[config.mk]
export PLATFORM = sky130hd
export DESIGN_NAME = xheep_run_ctrl
export DESIGN_NICKNAME = d
export VERILOG_FILES = /design/src/rtl/xheep_run_ctrl.sv
export SDC_FILE = /design/constraint.sdc
export NUM_CORES = 1
export LEC_CHECK = 0
export ABC_AREA = 1
export CORE_ASPECT_RATIO = 1.5
export CORE_UTILIZATION = 53
export DETAILED_ROUTE_END_ITERATION = 10
export GPL_TIMING_DRIVEN = 0
export PLACE_DENSITY = 0.87
export SYNTH_ARGS = -nofsm -noshare
export SYNTH_HDL_FRONTEND = slang
export SYNTH_SLANG_ARGS = --single-unit
[constraint.sdc]
create_clock -name clk_i -period 4.05 [get_ports clk_i]
set_clock_uncertainty 0.1 [all_clocks]
set_input_delay 0.6075 -clock clk_i [delete_from_list [all_inputs] [get_ports clk_i]]
set_output_delay 0.6075 -clock clk_i [all_outputs]
set_load 0.02 [all_outputs]
[src/rtl/xheep_run_ctrl.sv]
// Host-side run controller for x_heep_system: sequences reset, boot straps and JTAG reset,
// then waits for the exit handshake and records status, exit value and run length.
module xheep_run_ctrl #(
  parameter int unsigned RST_CYCLES    = 16,
  parameter int unsigned SETTLE_CYCLES = 4,
  parameter int unsigned SYNC_STAGES   = 2
) (
  input  logic        clk_i,
  input  logic        rst_i,
  input  logic        start_i,
  input  logic        abort_i,
  input  logic        boot_select_cfg_i,
  input  logic        exec_flash_cfg_i,
  input  logic [31:0] timeout_cycles_i,
  output logic        busy_o,
  output logic        done_o,
  output logic [1:0]  status_o,
  output logic [31:0] exit_value_q_o,
  output logic [31:0] run_cycles_o,
  output logic        xheep_rst_no,
  output logic        jtag_trst_no,
  output logic        boot_select_o,
  output logic        execute_from_flash_o,
  input  logic        exit_valid_i,
  input  logic [31:0] exit_value_i
);

  typedef enum logic [2:0] {
    S_IDLE,
    S_RESET,
    S_RELEASE,
    S_RUN,
    S_DONE
  } state_t;

  localparam logic [1:0] ST_PASS    = 2'b00;
  localparam logic [1:0] ST_FAIL    = 2'b01;
  localparam logic [1:0] ST_TIMEOUT = 2'b10;
  localparam logic [1:0] ST_ABORT   = 2'b11;

  state_t                 state;
  logic [31:0]            cnt;
  logic [SYNC_STAGES-1:0] sync_p;
  logic                   exit_valid_s;
  logic                   active;
  logic                   timeout_hit;

  function automatic logic [31:0] sat_inc(input logic [31:0] v);
    return (v == 32'hFFFF_FFFF) ? v : v + 32'd1;
  endfunction

  // exit_valid_i comes from another timing domain: plain flop chain, oldest bit used
  always_ff @(posedge clk_i or posedge rst_i) begin
    if (rst_i) sync_p <= '0;
    else       sync_p <= {sync_p[SYNC_STAGES-2:0], exit_valid_i};
  end

  assign exit_valid_s = sync_p[SYNC_STAGES-1];
  assign active       = (state == S_RESET) || (state == S_RELEASE) || (state == S_RUN);
  assign timeout_hit  = (timeout_cycles_i != 32'd0) &&
                        (run_cycles_o == timeout_cycles_i - 32'd1);

  always_ff @(posedge clk_i or posedge rst_i) begin
    if (rst_i) begin
      state                <= S_IDLE;
      cnt                  <= '0;
      busy_o               <= 1'b0;
      done_o               <= 1'b0;
      status_o             <= ST_PASS;
      exit_value_q_o       <= '0;
      run_cycles_o         <= '0;
      xheep_rst_no         <= 1'b0;
      jtag_trst_no         <= 1'b0;
      boot_select_o        <= 1'b0;
      execute_from_flash_o <= 1'b0;
    end else begin
      done_o <= 1'b0;
      // Abort outranks exit and timeout, and leaves the core parked in reset
      if (abort_i && active) begin
        xheep_rst_no <= 1'b0;
        jtag_trst_no <= 1'b0;
        status_o     <= ST_ABORT;
        busy_o       <= 1'b0;
        done_o       <= 1'b1;
        state        <= S_DONE;
        if (state == S_RUN) run_cycles_o <= sat_inc(run_cycles_o);
      end else begin
        case (state)
          S_IDLE: begin
            if (start_i && !abort_i) begin
              boot_select_o        <= boot_select_cfg_i;
              execute_from_flash_o <= exec_flash_cfg_i;
              run_cycles_o         <= '0;
              cnt                  <= '0;
              xheep_rst_no         <= 1'b0;
              jtag_trst_no         <= 1'b0;
              busy_o               <= 1'b1;
              state                <= S_RESET;
            end
          end
          S_RESET: begin
            if (cnt == RST_CYCLES - 1) begin
              cnt          <= '0;
              xheep_rst_no <= 1'b1;
              state        <= S_RELEASE;
            end else begin
              cnt <= cnt + 32'd1;
            end
          end
          S_RELEASE: begin
            if (cnt == SETTLE_CYCLES - 1) begin
              cnt          <= '0;
              jtag_trst_no <= 1'b1;
              state        <= S_RUN;
            end else begin
              cnt <= cnt + 32'd1;
            end
          end
          S_RUN: begin
            run_cycles_o <= sat_inc(run_cycles_o);
            if (exit_valid_s) begin
              exit_value_q_o <= exit_value_i;
              status_o       <= (exit_value_i == 32'd0) ? ST_PASS : ST_FAIL;
              busy_o         <= 1'b0;
              done_o         <= 1'b1;
              state          <= S_DONE;
            end else if (timeout_hit) begin
              status_o <= ST_TIMEOUT;
              busy_o   <= 1'b0;
              done_o   <= 1'b1;
              state    <= S_DONE;
            end
          end
          S_DONE:  state <= S_IDLE;
          default: state <= S_IDLE;
        endcase
      end
    end
  end

endmodule

## Yosys cells after proc, flatten, opt, wreduce, memory -nomap -nowiden

Cells that the tools add are included.

- Bits in registers: 109
- Bits of input ports: 71
- Output and inout bits: 72
- Word-level logic and storage cells: 90

- $add $sub $neg: 3
- Eq/ne operators: 13
- Muxes and demuxes: 36
- Bitwise operators: 1
- Reductions and logical operators: 25

Operator list:

| operator | count |
|---|---|
| 32-bit two-way mux | 6 |
| 32-bit one-hot mux with 3 select lines | 1 |
| 32-bit by 1-bit adder with 32-bit output, second input constant | 2 |
| 32-bit one-hot mux with 2 select lines | 1 |
| 32-bit by 2-bit == test with 1-bit output, second input constant | 1 |
| 32-bit == test | 1 |
| 32-bit == test, second input constant | 1 |
| 32-bit by 4-bit == test with 1-bit output, second input constant | 1 |
| 32-bit logical NOT | 1 |
| 32-bit nonzero test | 1 |
| 32-bit by 1-bit subtractor with 32-bit output, second input constant | 1 |
| 3-bit AND reduction | 7 |
| 3-bit two-way mux | 6 |
| 3-bit nonzero test | 5 |
| 1-bit two-way mux | 14 |
| 3-bit one-hot mux with 4 select lines | 1 |
| 2-bit two-way mux | 4 |
| 3-bit by 2-bit == test with 1-bit output, second input constant | 2 |
| 3-bit by 1-bit != test with 1-bit output, second input constant | 2 |
| 1-bit one-hot mux with 2 select lines | 3 |
| 4-bit != test, second input constant | 1 |
| 4-bit AND reduction | 1 |
| 2-bit nonzero test | 2 |
| 3-bit by 1-bit == test with 1-bit output, second input constant | 1 |
| 9 further kinds | 12 |

## Logic depth before layout (Yosys ltp)

Gate-level depths: netlist (run 1).

- Depth in word-level cells: 7
- Gate-level depth with buffers: 20
- Depth with buffers taken out: 20

## Least setup slack after synthesis (run 1)

Ideal clock, no wire load.

- Path kind: input -> register
- Start: in timeout_cycles_i[0]
- End: reg state[1]
- Arrival: 2183 ps
- Required time: 3833 ps
- Path slack: 1650 ps
- Stages: 19
- Buffers on the path: 0
- Cell sequence: inv_1 > ha_1 > nand2_2 > nor2_4 > nand2_1 > inv_1 > nand2_1 > nand2_1 > nand2_1 > nand2_1 > nand2_1 > nor2_1 > nand2_1 > nor2_1 > nand2_1 > nand3_1 > nand3_1 > nand2_1 > nand2_1

- Longest elaborated chain between the ends: 5
- Elaborated cells on any way between the ends: 6
- Those cells by class: add/sub: 1; eq/ne: 2; reduce/logical: 3

Ends and longest elaborated chain:

| element | RTL line | text |
|---|---|---|
| start, declared | 14 | `input logic [31:0] timeout_cycles_i,` |
| 32-bit by 1-bit subtractor with 32-bit output | 61 | `(run_cycles_o == timeout_cycles_i - 32'd1);` |
| 32-bit == test | 61 |  |
| 1-bit logical AND (*) | 60 | `assign timeout_hit = (timeout_cycles_i != 32'd0) &&` |
| 4-bit != test (no line) (*) | -- |  |
| 4-bit AND reduction (no line) (*) | -- |  |
| end signal, assigned | 65 | `state <= S_IDLE;` |
| end signal, assigned | 85 | `state <= S_DONE;` |
| end signal, assigned | 98 | `state <= S_RESET;` |
| end, declared | 41 | `state_t state;` |

Mark *: on every way between the ends. The rest lies on a longest branch, timed or not.
A chain may end at the register's enable or synchronous reset.

## Worst setup path in the final report (run 1)

- Start: in timeout_cycles_i[0]
- End: reg state[0]

The elaborated chain is that of the path after synthesis.

==> results of run 1 <==
final cells by class:
class / count / area [sq um]
Timing Repair Buffer: 143 / 1450
Tap cell: 159 / 199
Fill cell: 1057 / 3990
Multi-Input combinational cell: 731 / 3830
Sequential cell: 109 / 2730
Buffer: 15 / 71.3
Inverter: 120 / 453
Clock buffer: 9 / 225
Clock inverter: 7 / 80.1
worst paths after layout:
| check | from | cells past startpoint | end | slack (ns) |
|---|---|---|---|---|
| setup / recovery | timeout_cycles_i[0] | 16 | state[0] | 1.02 |
| hold / removal | sync_p[0] | 0 | sync_p[1] | 0.27 |
| setup reg to reg | cnt[16] | 8 | cnt[26] | 1.26 |
| hold reg to reg | sync_p[0] | 0 | sync_p[1] | 0.27 |
| max in group asynchronous | rst_i | 3 | cnt[17] | 2.51 |
| min in group asynchronous | rst_i | 2 | exit_value_q_o[20] | 0.63 |
power by group:
part	total (mW)	internal, mW	switching [mW]
Clock	0.916	0.491	0.425
Combinational	1.75	0.722	1.02
Sequential	1.49	1.31	0.174
Total	4.15	2.53	1.62
state kept, by name, indices dropped and copies added (netlist names):
signal,count
run_cycles_o,32
status_o,2
done_o,1
boot_select_o,1
exit_value_q_o,32
state,3
execute_from_flash_o,1
sync_p,2
jtag_trst_no,1
cnt,32
busy_o,1
xheep_rst_no,1
cells by family after synthesis:
logic type	after synthesis
compound gates	84
xor+xnor	32
fa+ha+maj	3
buf+inv	135
flops	109
mux	33
simple gates	579
placed cells by master (no fill, tap or decap), drive strengths merged, types with 27 or more instances in the layout:
cell / netlist / layout
nand2: 258 / 258
clkdlybuf4s50: 0 / 142
nor2: 142 / 142
inv: 119 / 123
dfrtp: 109 / 109
nand3: 61 / 61
nor3: 49 / 49
o21ai: 34 / 34
mux2: 33 / 33
a21oi: 27 / 27
nand4: 27 / 27
layer usage:
metal / vias to the layer above / part of all wire [%] / track usage (%)
li1: 3529 / - / -
met1: 3419 / 37 / 31.4
met2: 270 / 53 / 55.4
met3: 82 / 4.8 / 5.40
met4: 0 / 5.2 / 18.9
met5: - / 0 / 0
==> results.toml, run 1 <==
[cts]
cts_resized = 0
cts_tree = "done"
cts.htree.levels = 3
post_cts_buffers = 0
cts_inserted_buffers = 9
hold_buffers = 0
path_clk_slew_ns = 0.07
cts_root_buf = "clkbuf_16"
clock_latency_ns = 0.35
cts_sinks = 109
clockBufferDepth = 2

[synth]
netlist_instances = 975
ys_top_cells_by_area = "dfrtp_1 (39%), nand2_1 (13%), nor2_1 (6.8%), inv_1 (5.9%), mux2_2 (5.3%)"
synth_top_family_by_area = "simple AND/OR/NAND/NOR gates"
syn-num-nets = 1049
synth_edf_count = 0
synth_warnings = 0
yosys.area.top_type_share_pct = 38.5
synth-seq-cells = 109
avgSynthCellArea_sq_um = 7.26
synth.cells.most_frequent = "nand2_1 (252), nor2_1 (128), inv_1 (112)"
synth_ff_type = "dfrtp_1"
synth_compound_area_share_pct = 6.97
synth.most_common_cell = "nand2_1"
synth_xor_xnor_area_share_pct = 3.96
yosysSeqAreaShare_pct = 38.5
synthMuxAreaShare_pct = 5.25
synthArstFlopShare_pct = 100
synth_top_area_cell = "dfrtp_1"
syn_area_sq_um = 7080
synth_cell_type_count = 42
synthSimpleGateAreaFrac_pct = 37.4
synthAdderAreaFrac_pct = 0.530

[timing]
timing.hold.ws_ns = 0.272
setup_tns_ns = 0
fin_ws_ns = 1.02
relSlewSlack_pct = 42.5
hold_violations = 0
max_slew.worst_pin.slew_ns = 0.854
setup_violations = 0
slew_violations = 0
period_needed_ns = 3.03
grt_setup_unrepaired = "no"
fmax_mhz = 330
finalCritPeriodShare_pct = 74.8

[route]
dr_total_vias = 7300
wl_per_cell_microns = 15.7
ant_nets = 0
drt_pass1_iterations = 4
drc = 0
vias_per_cell = 5.65
finalWirelength_microns = 20300
first_iter_violations = 358

[placed_design]
pre_cts_ws_ns = 0.689
dpl.cell_count = 1277
postPlaceCellArea_sq_um = 8730
portBuffers = 142
place.gp.congestion = 0.981
place_hpwl_microns = 15600

[finish]
finalNonFillerCells = 1293
areaGrowthSynthToFinish_pct = 27.6
drive_gt1_share_pct = 8.91
insertedDiodeCount = 0
final_area_sq_um = 9030
fin_nets = 1203
final_core_util_pct = 69.4

[die]
core_sq_um = 13000
die_w_microns = 96.4
num_rows = 51
initial_core_util_pct = 54.4
die_h_microns = 144
io_pins = 143
die_area_sq_um = 13800

[setup_path]
max_stage_delay_ns = 0.45
end_kind = "flop"
cp_top_family = "simple AND/OR/NAND/NOR gates"
cp.buffers_inverters = 2
crit_type = "in2reg"
cp_max_fo = 10
critPathLaunchType = "input port"
critPathSlowestCell = "clkdlybuf4s50_1"
crit_chain = "clkdlybuf4s50_1 > inv_1 > ha_1 > nand2_2 > nor2_4 > nand2_1 > o21ai_1 > nand2_1 > nand2_1 > o21ai_0 > nor3_1 > nand2_1 > nand3_1 > nand3_1 > nand2_1 > nand2_1"
crit_top_cell = "nand2_1"
arrival_ns = 3.17
worstPathRequired_ns = 4.19

[power]
p_per_area_nw_per_um2 = 459
power_mw = 4.15
ir_drop_uv = 435
power_leakage_nw = 3.96

[job]
maxCapViolCount = 0

[global_routing]
grt_pass1_vias = 7146
antenna_found_initial = 0
grt_max_degree = 62
grt_pass1_wl_microns = 32400
grt-ovfl-total = 0
grtUsageTotal_pct = 30.4

[outcome]
status = "completed"

[hold_path]
holdCritPathClass = "reg2reg"
(Power assumes the default switching activity.)
==> run 2, diff against run 1 <==
clock period = 3 ns   (was 4.05 ns; I/O delays follow)
==> results.toml, run 2 (same netlist as run 1, synthesis figures left out) <==
[setup_path]
ff2ff_path_depth = 14
ff2ff_setup_slack_ns = 0.33
crit_type = "in2reg"
critPathLaunchType = "input port"
arrival_ns = 2.96
end_kind = "flop"
critPathSlowestCell = "clkdlybuf4s50_1"
cp.buffers_inverters = 2
crit_chain = "clkdlybuf4s50_1 > inv_1 > ha_2 > nand2_2 > nor2_4 > nand2_2 > o21ai_1 > nand2_1 > nand2_1 > o21ai_0 > nor3_1 > nand2_1 > nand3_1 > nand3_1 > nand2_1 > nand2_1"
worstPathRequired_ns = 3.14
r2r-start = "run_cycles_o[0]"
cp_top_family = "simple AND/OR/NAND/NOR gates"
r2r_end = "run_cycles_o[14]"
cp_max_fo = 6
crit_top_cell = "nand2_1"
max_stage_delay_ns = 0.44

[placed_design]
portBuffers = 142
postPlaceCellArea_sq_um = 8740
place_hpwl_microns = 15500
pre_cts_ws_ns = -0.264
dpl.cell_count = 1278
place.gp.congestion = 0.992

[global_routing]
grt_pass1_vias = 7119
grtUsageTotal_pct = 29.9
grt_pass1_wl_microns = 32100
grt-ovfl-total = 0
antenna_found_initial = 0
grt_max_degree = 43

[hold_path]
holdCritPathClass = "reg2reg"
hold_path_startpoint = "sync_p[0]"
whs_path_depth = 0
hold_path_end = "sync_p[1]"

[timing]
slew_violations = 0
hold_violations = 0
max_slew.worst_pin.slew_ns = 0.776
finalCritPeriodShare_pct = 94.0
period_needed_ns = 2.82
timing.hold.ws_ns = 0.250
fmax_mhz = 354
setup_violations = 0
setup_tns_ns = 0
fin_ws_ns = 0.179
relSlewSlack_pct = 48.2

[cts]
hold_buffers = 0
clock_latency_ns = 0.35
post_cts_buffers = 0
cts_tree = "done"
cts.htree.levels = 3
cts_inserted_buffers = 9
cts_sinks = 109
clockBufferDepth = 2
path_clk_slew_ns = 0.07
cts_root_buf = "clkbuf_16"

[die]
initial_core_util_pct = 54.4
die_area_sq_um = 13800
io_pins = 143
die_w_microns = 96.4
core_sq_um = 13000
num_rows = 51
die_h_microns = 144

[power]
power_leakage_nw = 3.94
p_per_area_nw_per_um2 = 611
power_mw = 5.53
ir_drop_uv = 748

[finish]
final_area_sq_um = 9060
insertedDiodeCount = 0
drive_gt1_share_pct = 9.60
fin_nets = 1205
final_core_util_pct = 69.6
top_regs = "cnt (32), exit_value_q_o (32), run_cycles_o (32)"
mostFrequentLayoutCell = "nand2_1"
final.fill_count = 1061
finalNonFillerCells = 1295
layout_common_cells = "nand2_1 (250), clkdlybuf4s50_1 (142), nor2_1 (126), inv_1 (110), dfrtp_1 (109)"
areaGrowthSynthToFinish_pct = 28.1

[route]
wl_per_cell_microns = 15.6
ant_nets = 0
drc = 0
drt_pass1_iterations = 5
dr_total_vias = 7273
finalWirelength_microns = 20200
first_iter_violations = 452
vias_per_cell = 5.62

[job]
maxCapViolCount = 0

[outcome]
status = "completed"
-- run 2: cell count changes in the layout (fill, tap and decap cells not counted), sizes merged --
| cell | change |
|---|---|
| clkbuf | +2 |
| inv | -2 |
| clkinvlp | +4 |
| buf | +1 |
| clkinv | -3 |
| bufinv | -1 |
| nor2 | +1 |
-- run 2: report_power, final --
group | internal (mW) | switching (mW) | total [mW] | leakage, nW
Combinational | 0.983 | 1.39 | 2.38 | 2.35
Sequential | 1.77 | 0.235 | 2.01 | 1.45
Clock | 0.596 | 0.550 | 1.15 | 0.133
-- run 2: final cells by class --
type,instances,area (sq um),area share [%]
Multi-Input combinational cell,732,3860,42.6
Clock inverter,5,41.3,0.456
Inverter,120,458,5.05
Timing Repair Buffer,144,1460,16.1
Clock buffer,11,243,2.68
Buffer,15,71.3,0.787
Tap cell,159,199,2.20
Sequential cell,109,2730,30.1
-- run 2: worst max path at each step --
stage,start,endpoint,depth (start not counted),slack (ns)
after floorplan,timeout_cycles_i[0],state[1],19,0.76
after global placement,timeout_cycles_i[0],state[0],16,-0.21
after detailed placement,timeout_cycles_i[0],state[1],16,-0.26
after CTS,timeout_cycles_i[0],state[1],16,0.1
after global routing,timeout_cycles_i[0],state[1],16,-0.0004
final,timeout_cycles_i[0],state[1],16,0.18
-- run 2: metal layers --
| layer | share of wire, % | track usage, % | vias to the layer above |
|---|---|---|---|
| met2 | 53 | 54.2 | 290 |
| met1 | 36 | 31.2 | 3357 |
| met5 | 0 | 0 | - |
| met4 | 5.6 | 18.7 | 0 |
| li1 | - | - | 3536 |
| met3 | 5.2 | 5.19 | 90 |
-- run 2: timing repair --
item / in CTS / in global routing
gates resized for setup: 0 / 10
endpoints found under the hold margin: 0 / 0
endpoints found under the setup margin: 0 / 14
==> run 3, diff against run 2 <==
GPL_TIMING_DRIVEN = 1   (was 0)
==> results.toml, run 3 (same netlist as run 1, synthesis figures left out) <==
[hold_path]
holdCritPathClass = "reg2reg"
whs_path_depth = 0
hold_path_startpoint = "sync_p[0]"
hold_path_end = "sync_p[1]"

[timing]
finalCritPeriodShare_pct = 92.2
slew_violations = 0
fin_ws_ns = 0.235
setup_tns_ns = 0
hold_violations = 0
grt_setup_unrepaired = "no"
timing.hold.ws_ns = 0.255
setup_violations = 0
period_needed_ns = 2.77
relSlewSlack_pct = 59.4
max_slew.worst_pin.slew_ns = 0.604
fmax_mhz = 362

[setup_path]
ff2ff_path_depth = 14
end_kind = "flop"
r2r_end = "run_cycles_o[14]"
ff2ff_setup_slack_ns = 0.32
cp_max_fo = 9
arrival_ns = 2.90
r2r-start = "run_cycles_o[0]"
crit_type = "in2reg"
critPathLaunchType = "input port"
worstPathRequired_ns = 3.14

[global_routing]
grt_pass1_wl_microns = 32200
antenna_found_initial = 0
grt_max_degree = 54
grtUsageTotal_pct = 29.8
grt_pass1_vias = 7235
grt-ovfl-total = 0

[cts]
path_clk_slew_ns = 0.07
cts_inserted_buffers = 9
clockBufferDepth = 2
clock_latency_ns = 0.35
hold_buffers = 0
cts_root_buf = "clkbuf_16"
cts.htree.levels = 3
cts_tree = "done"
cts_sinks = 109

[finish]
areaGrowthSynthToFinish_pct = 28.2
fin_nets = 1206
top_regs = "cnt (32), exit_value_q_o (32), run_cycles_o (32)"
mostFrequentLayoutCell = "nand2_1"
layout_common_cells = "nand2_1 (252), clkdlybuf4s50_1 (142), nor2_1 (127), inv_1 (111), dfrtp_1 (109)"
insertedDiodeCount = 0
drive_gt1_share_pct = 10.0

[power]
p_sw_share_pct = 38.6
p_per_area_nw_per_um2 = 600
power_frac_seq_pct = 36.6
power_mw = 5.44
ir_drop_uv = 634
power_leakage_nw = 3.98
p_int_mw = 3.34
combPwrFrac_pct = 42.5
p_switching_mw = 2.10
power_frac_clock_pct = 20.9

[die]
initial_core_util_pct = 54.4
die_h_microns = 144
io_pins = 143
die_area_sq_um = 13800
die_w_microns = 96.4
num_rows = 51
core_sq_um = 13000

[route]
drc = 0
first_iter_violations = 463
dr_total_vias = 7289
vias_per_cell = 5.62
ant_nets = 0
drt_pass1_iterations = 5
finalWirelength_microns = 19700
wl_per_cell_microns = 15.2

[outcome]
status = "completed"

[placed_design]
place_hpwl_microns = 15000
place.gp.congestion = 0.915
portBuffers = 142
pre_cts_ws_ns = -0.0769

[job]
maxCapViolCount = 0
-- run 3: cell types whose count changed in the layout (fill, tap and decap cells not counted), moves of 2 or more --
cell | before | now
clkinvlp_4 | 4 | 2
nand2_1 | 250 | 252
buf_4 | 0 | 17
nor2_4 | 5 | 3
clkbuf_1 | 9 | 0
nand2_2 | 7 | 5
buf_2 | 6 | 0
clkinv_2 | 0 | 2
-- run 3: power by group through the flow --
stage / Clock, mW / Sequential [mW] / Combinational, mW
2_1_floorplan: 0 / 2.33 / 0.981
6_report: 1.14 / 2.00 / 2.31
4_1_cts: 1.16 / 1.99 / 2.32
3_3_place_gp: 0 / 2.00 / 2.27
3_5_place_dp: 0 / 2.02 / 2.31
5_1_grt: 1.20 / 2.04 / 2.50
-- run 3: critical path, cell delays in order --
cell             delay [ns]
clkdlybuf4s50_1        0.53
nor2_1                 0.08
nand2_1                0.15
nor2_2                 0.06
buf_4                  0.16
nand2_1                0.22
nand2_1                0.09
nand2_1                0.09
nand2_1                0.05
nor2_1                 0.13
nand2_1                0.09
nor2_1                 0.18
nand2_1                0.08
nor2_1                 0.09
nand2_1                0.09
nand3_1                0.13
nand3_1                0.10
nand2_1                0.09
nand2_1                0.05
-- run 3: cell type report --
cell class / count / area (sq um)
Fill cell: 1070 / 3940
Multi-Input combinational cell: 732 / 3840
Sequential cell: 109 / 2730
Timing Repair Buffer: 160 / 1570
Inverter: 120 / 454
Clock buffer: 9 / 225
Tap cell: 159 / 199
Clock inverter: 7 / 55.1
-- run 3: timing repair --
item	in CTS	in global routing
resized for setup	0	3
buffers inserted	0	2
endpoints found under the setup margin	0	5
-- run 3: how the worst max path moves through the flow --
stage                                   start  endpoint  slack (ns)
after floorplan           timeout_cycles_i[0]  state[1]        0.76
after global placement    timeout_cycles_i[4]  state[0]        0.01
after detailed placement  timeout_cycles_i[2]  state[0]       -0.08
after CTS                 timeout_cycles_i[2]  state[0]        0.29
after global routing      timeout_cycles_i[0]  state[0]       0.008
final                     timeout_cycles_i[2]  state[0]        0.23
-- run 3: per-layer routing --
| metal | part of all wire [%] | wire, microns | vias up | track usage [%] |
|---|---|---|---|---|
| met5 | 0 | 0 | - | 0 |
| met4 | 6.7 | 1330 | 0 | 20.7 |
| met3 | 5.6 | 1100 | 106 | 5.08 |
| met2 | 51 | 10100 | 288 | 51.8 |
| met1 | 36 | 7190 | 3364 | 32.3 |
| li1 | - | - | 3531 | - |
-- run 3: per-stage QoR --
| stage | area, sq um | instances | util [%] |
|---|---|---|---|
| final | 9070 | 1296 | 69.7 |
| after global routing | 9070 | 1296 | 69.7 |
| after CTS | 9040 | 1293 | 69.5 |
| after detailed placement | 8760 | 1277 | 67.3 |
| after global placement | 8760 | 1277 | 67.3 |
| after floorplan | 7080 | 975 | - |
